--- src/rtl/sl_transmitter_if.sv ---
// Word handshake between the APB-side feeder and the SL transmitter.
// SL_TX_PARITY_ERR_INJ_EN adds the parityInvert request bit.
interface sl_transmitter_if;
    logic [31:0] dataIn;
    logic [4:0]  bitCount;
    logic        wordValid;
    logic        wordReady;
`ifdef SL_TX_PARITY_ERR_INJ_EN
    logic        parityInvert;

    modport master (output dataIn, bitCount, wordValid, parityInvert, input wordReady);
    modport slave  (input dataIn, bitCount, wordValid, parityInvert, output wordReady);
`else
    modport master (output dataIn, bitCount, wordValid, input wordReady);
    modport slave  (input dataIn, bitCount, wordValid, output wordReady);
`endif
endinterface

--- src/rtl/sl_transmitter.sv ---
// Serial-line word transmitter: bit pulses on sl0/sl1, then parity and stop marker.
// Optional SL_TX_PARITY_ERR_INJ_EN: parityInvert latched at acceptance flips the parity phase.
module sl_transmitter #(
    parameter int unsigned PHASE_CYCLES = 4
) (
    input  logic             clk,
    input  logic             reset_n,
    input  logic             enable,
    sl_transmitter_if.slave  wordIf,
    output logic             wordInProces,
    output logic             txDone,
    output logic             sl0,
    output logic             sl1
);

    typedef enum logic [2:0] {
        IDLE, BIT_LOW, BIT_HIGH, PARITY, POST_PAR, STOP, POST_STOP
    } state_t;

    localparam logic [7:0] PHASE_LAST = 8'(PHASE_CYCLES - 1);

    state_t      state;
    logic [31:0] shiftReg;
    logic [4:0]  bitsLeft;
    logic [7:0]  phaseCnt;
    logic        par0;
    logic        par1;
    logic        parInv;
    logic        parInvIn;
    logic        accept;

`ifdef SL_TX_PARITY_ERR_INJ_EN
    assign parInvIn = wordIf.parityInvert;
`else
    assign parInvIn = 1'b0;
`endif

    assign wordIf.wordReady = enable && (state == IDLE);
    assign accept           = wordIf.wordValid && wordIf.wordReady;

    // Line levels are registered alongside the state so they change on the same edge.
    always_ff @(posedge clk) begin
        if (!reset_n) begin
            state        <= IDLE;
            shiftReg     <= '0;
            bitsLeft     <= '0;
            phaseCnt     <= '0;
            par0         <= 1'b0;
            par1         <= 1'b0;
            parInv       <= 1'b0;
            sl0          <= 1'b1;
            sl1          <= 1'b1;
            wordInProces <= 1'b0;
            txDone       <= 1'b0;
        end else begin
            txDone <= 1'b0;
            if (state == IDLE) begin
                if (accept) begin
                    shiftReg     <= wordIf.dataIn;
                    bitsLeft     <= wordIf.bitCount;
                    parInv       <= parInvIn;
                    par0         <= 1'b1;
                    par1         <= 1'b0;
                    phaseCnt     <= PHASE_LAST;
                    state        <= BIT_LOW;
                    sl0          <= wordIf.dataIn[0];
                    sl1          <= ~wordIf.dataIn[0];
                    wordInProces <= 1'b1;
                end
            end else if (phaseCnt != 8'd0) begin
                phaseCnt <= phaseCnt - 8'd1;
                // Pulse lands on the final cycle of the frame (counter reaches 0 next).
                if (state == POST_STOP && phaseCnt == 8'd1) txDone <= 1'b1;
            end else begin
                phaseCnt <= PHASE_LAST;
                case (state)
                    BIT_LOW: begin
                        state <= BIT_HIGH;
                        sl0   <= 1'b1;
                        sl1   <= 1'b1;
                        if (shiftReg[0]) par1 <= ~par1;
                        else             par0 <= ~par0;
                    end
                    BIT_HIGH: begin
                        shiftReg <= {1'b0, shiftReg[31:1]};
                        if (bitsLeft != 5'd0) begin
                            bitsLeft <= bitsLeft - 5'd1;
                            state    <= BIT_LOW;
                            sl0      <= shiftReg[1];
                            sl1      <= ~shiftReg[1];
                        end else begin
                            state <= PARITY;
                            sl0   <= par0 ^ parInv;
                            sl1   <= par1 ^ parInv;
                        end
                    end
                    PARITY: begin
                        state <= POST_PAR;
                        sl0   <= 1'b1;
                        sl1   <= 1'b1;
                    end
                    POST_PAR: begin
                        state <= STOP;
                        sl0   <= 1'b0;
                        sl1   <= 1'b0;
                    end
                    STOP: begin
                        state <= POST_STOP;
                        sl0   <= 1'b1;
                        sl1   <= 1'b1;
                    end
                    default: begin
                        state        <= IDLE;
                        sl0          <= 1'b1;
                        sl1          <= 1'b1;
                        wordInProces <= 1'b0;
                    end
                endcase
            end
        end
    end

endmodule

--- src/flat_wrapper.sv ---
// flat-port wrapper written by rule: the top's interface ports become plain ports
module sl_transmitter_flat 
#(
    parameter int unsigned PHASE_CYCLES = 4
)
  (clk, reset_n, enable, wordInProces, txDone, sl0, sl1, wordIf_dataIn, wordIf_bitCount, wordIf_wordValid, wordIf_wordReady);
  sl_transmitter_if wordIf_i ();
  input  logic clk;
  input  logic reset_n;
  input  logic enable;
  output logic wordInProces;
  output logic txDone;
  output logic sl0;
  output logic sl1;
  input wire logic [$bits(wordIf_i.dataIn)-1:0] wordIf_dataIn;
  input wire logic [$bits(wordIf_i.bitCount)-1:0] wordIf_bitCount;
  input wire logic [$bits(wordIf_i.wordValid)-1:0] wordIf_wordValid;
  output wire logic [$bits(wordIf_i.wordReady)-1:0] wordIf_wordReady;
  assign wordIf_i.dataIn = wordIf_dataIn;
  assign wordIf_i.bitCount = wordIf_bitCount;
  assign wordIf_i.wordValid = wordIf_wordValid;
  assign wordIf_wordReady = wordIf_i.wordReady;
  sl_transmitter #(.PHASE_CYCLES(PHASE_CYCLES)) u_core (.clk(clk), .reset_n(reset_n), .enable(enable), .wordIf(wordIf_i), .wordInProces(wordInProces), .txDone(txDone), .sl0(sl0), .sl1(sl1));
endmodule
--- config.mk ---
export PLATFORM = sky130hd
export DESIGN_NAME = sl_transmitter_flat
export DESIGN_NICKNAME = d
export VERILOG_FILES = /design/src/rtl/sl_transmitter_if.sv /design/src/rtl/sl_transmitter.sv /design/src/flat_wrapper.sv
export SDC_FILE = /design/constraint.sdc
export NUM_CORES = 1
export LEC_CHECK = 0
export ABC_AREA = 1
export CAP_MARGIN = 0
export CELL_PAD_IN_SITES_DETAIL_PLACEMENT = 0
export CELL_PAD_IN_SITES_GLOBAL_PLACEMENT = 1
export CORE_ASPECT_RATIO = 0.9
export CORE_MARGIN = 3
export CORE_UTILIZATION = 39
export CTS_BUF_LIST = sky130_fd_sc_hd__clkbuf_2
export CTS_CLUSTER_SIZE = 10
export DETAILED_ROUTE_END_ITERATION = 6
export GPL_TIMING_DRIVEN = 0
export PLACE_DENSITY = 0.84
export SLEW_MARGIN = 20
export SYNTH_ARGS = -nofsm -noshare
export SYNTH_HDL_FRONTEND = slang
export SYNTH_SLANG_ARGS = --single-unit
--- constraint.sdc ---
create_clock -name clk -period 1.7 [get_ports clk]
set_input_delay 0.17 -clock clk [delete_from_list [all_inputs] [get_ports clk]]
set_output_delay 0.17 -clock clk [all_outputs]
set_load 0.03 [all_outputs]
==> results.sh <==
export IMPL_cts_tree="done"
export IMPL_portBuffers=45
export IMPL_syn_avg_cell_area_um2=6.40
export IMPL_synth_async_reset_ratio=0
export IMPL_timing_final_max_slew_violations=0
export IMPL_timing_reg2reg_setup_slack_ps=140
export IMPL_antenna_violations_before_repair=0
export IMPL_min_path_cells=3
export IMPL_synth_top_cells_by_count="149 x nand2_1, 84 x nor2_1, 54 x dfxtp_1"
export IMPL_critical_path_top_cell_by_count="nor2_4"
export IMPL_final_period_utilization=0.934
export IMPL_hp_class="input port to flip-flop"
export IMPL_maxClockFrequency_ghz=0.630
export IMPL_syn_area_um2=2860
export IMPL_cts_max_level=2
export IMPL_clock_path_buffers=2
export IMPL_dpl_cell_count=582
export IMPL_drt_iter0_drc=89
export IMPL_final_setup_skew_ps=18.5
export IMPL_timing_final_setup_violations=0
export IMPL_relSlewSlack=0.615
export IMPL_post_synth_top_area_cell="dfxtp_1"
export IMPL_worstReg2RegEnd="u_core.shiftReg[10]"
export IMPL_routed_wirelength_um=6880
export IMPL_via_count_of_the_first_global_routing_pass=2546
export IMPL_globalRouteTotalUtil=0.178
export IMPL_reg2reg_from="u_core.state[1]"
export IMPL_min_delay_start="wordIf_dataIn[31]"
export IMPL_drv_max_cap_violation_count=0
export IMPL_floorplan_io_pins=46
export IMPL_max_slew_worst_pin_slew_ps=577
export IMPL_syn_to_final_growth_pct=23.2
export IMPL_postSynthNetCount=491
export IMPL_grt_max_degree=18
export IMPL_vias_post_dr=2783
export IMPL_setup_worst_path_class="flip-flop to output pin"
export IMPL_clock_tree_root_cell="clkbuf_2"
export IMPL_final_hold_viol_count=0
export IMPL_drive_gt1_frac=0.0998
export IMPL_critical_path_n_buffers_inverters=1
export IMPL_crit_path_cell_trace="nor2_4, nand2_4, nor2_4, buf_6"
export IMPL_crit_slowest_cell="dfxtp_4"
export IMPL_total_leakage_power_nw=1.58
export IMPL_layout_cells_non_filler=591
export IMPL_timing_critical_path_slowest_cell_delay_ps=440
export IMPL_gp_routability_congestion=0.793
export IMPL_placement_rows=28
export IMPL_finalNetCount=544
export IMPL_area_of_the_die_um2=8410
export IMPL_clock_network_latency_to_the_later_pin_of_the_worst_skew_pair_ps=470
export IMPL_wl_per_cell_um=11.6
export IMPL_family_of_cells_with_the_greatest_summed_delay_on_the_critical_path="flip-flops"
export IMPL_timing_critical_path_from_type="flip-flop"
export IMPL_status="complete, no violations"
export IMPL_hold_end="u_core.shiftReg[31]"
export IMPL_synth_most_common_cell="nand2_1"
export IMPL_cts_sink_count=54
export IMPL_ys_dominant_reg_cell="dfxtp_1"
export IMPL_antenna_cells=0
export IMPL_netlist_instances=447
export IMPL_cp_data_arrival_time_ps=1420
export IMPL_synth_cell_type_count=29
export IMPL_worstSetupEndpointType="output pin"
export IMPL_synthDominantCellAreaShare=0.378
export IMPL_drt_antenna_violating_nets=0
export IMPL_worst_r2r_cell_count=9
export IMPL_worst_ir_drop_vdd_mv=0.503
export IMPL_drt_pass1_iterations=4
export IMPL_path_max_fanout=5
export IMPL_grt_pass1_wl_um=11900
export IMPL_ys_top_cells_by_area="dfxtp_1 38%, nand2_1 20%, nor2_1 11%"
export IMPL_dp_hpwl_um=4990
export IMPL_ys_warn_count=0
export IMPL_clkSlewWorstSetupHoldPaths_ps=300
export IMPL_die_width_um=96.3
export IMPL_initial_utilization=0.419
export IMPL_core_area_um2=6830
export IMPL_pwr_density_cell_nw_per_um2=1810
export IMPL_setup_tns_ps=0
export IMPL_tritoncts_num_buffers=5
export IMPL_yosys_register_bits=54
export IMPL_globalRouteOverflowTotal=0
export IMPL_fill_cells=721
export IMPL_post_route_drc_count=0
export IMPL_synth_seq_area_share=0.378
export IMPL_finalCriticalPeriod_ps=1590
export IMPL_number_of_enable_type_register_cells_in_the_synthesized_netlist=0
export IMPL_vias_per_cell=4.71
export IMPL_worst_ep_required_time_ps=1530
export IMPL_dieHeight_um=87.3
## report_power, final
group / internal (W) / switching (W) / total, W
sequential: 0.00174 / 0.000285 / 0.00203
clock: 0.000246 / 0.000442 / 0.000688
combinational: 0.00136 / 0.00231 / 0.00367
total: 0.00334 / 0.00304 / 0.00638
## sequential cells by signal, summed over array words and instances, names as in the netlist
register             cells
u_core.bitsLeft          5
u_core.state             3
u_core.txDone            1
u_core.phaseCnt          8
u_core.sl1               1
u_core.wordInProces      1
u_core.shiftReg         32
u_core.sl0               1
u_core.par1              1
u_core.par0              1
## cells by family after synthesis
logic type               synth area share
flip-flops                          0.378
AO/OA/AOI/OAI                       0.115
adder cells (fa/ha/maj)            0.0131
AND/OR/NAND/NOR                     0.396
buffers and inverters              0.0983
## cell type report
| class | count | area (um2) | area share |
|---|---|---|---|
| plain buffers | 20 | 145 | 0.0412 |
| clock buffers | 5 | 25.0 | 0.00710 |
| clock inverters | 3 | 45.0 | 0.0128 |
| inverters | 33 | 129 | 0.0366 |
| multi-input cells | 339 | 1520 | 0.430 |
| flip-flops and latches | 54 | 1090 | 0.309 |
| well taps | 90 | 113 | 0.0319 |
| repair buffers | 47 | 462 | 0.131 |
## worst register-to-register path, delay by kind of cell (launching register included)
kind | cells | cell delay (ps)
simple gates | 7 | 720
flops | 1 | 440
compound gates | 1 | 170
buf+inv | 1 | 150
## per-layer routing
metal / vias up / GRT usage / part of all wire
met5: - / 0 / 0
met2: 32 / 0.282 / 0.45
met4: 0 / 0.0420 / 0.0070
met1: 1237 / 0.250 / 0.51
met3: 5 / 0.0328 / 0.035
li1: 1509 / - / -
## worst max-delay path by stage
stage	start	endpoint	depth (start not counted)
final	u_core.state[1]	wordIf_wordReady	4
after CTS	u_core.state[1]	wordIf_wordReady	5
after global placement	enable	wordIf_wordReady	4
after global routing	u_core.state[1]	u_core.shiftReg[10]	9
after floorplan	u_core.state[1]	u_core.shiftReg[27]	10
after detailed placement	enable	wordIf_wordReady	4
## per-stage QoR
stage / cell area (um2) / power (W) / hold WS [ps] / worst slack, ps / util
floorplan: 2860 / 0.00481 / 334 / 183 / -
global placement: 3430 / 0.00566 / 448 / -7.48 / 0.501
detailed placement: 3430 / 0.00569 / 461 / -19.6 / 0.501
CTS: 3500 / 0.00638 / 268 / 15.5 / 0.512
global route: 3530 / 0.00709 / 267 / -0.145 / 0.516
finish: 3530 / 0.00638 / 259 / 112 / 0.516
## cell usage in the layout, fill, tap and decap left out, types with 3 or more instances in the layout
cell             count
a21oi_1             18
buf_2                8
buf_6                9
clkbuf_1             4
clkbuf_2             5
clkdlybuf4s50_1     40
dfxtp_1             49
dfxtp_2              4
dlygate4sd2_1        4
inv_1               28
inv_2                3
nand2_1            147
nand2_2              4
nand3_1             25
nand4_1              3
nor2_1              84
nor2_4               3
o21ai_0             29
o21ai_1             11
## repair_timing
action                                  in CTS  in global routing
hold buffers                                 0                  0
pin swaps                                    1                  3
buffers inserted                             1                  1
endpoints found under the setup margin      18                 30
resized for setup                           12                 16
No activity file was read; power rests on OpenSTA's default activity.
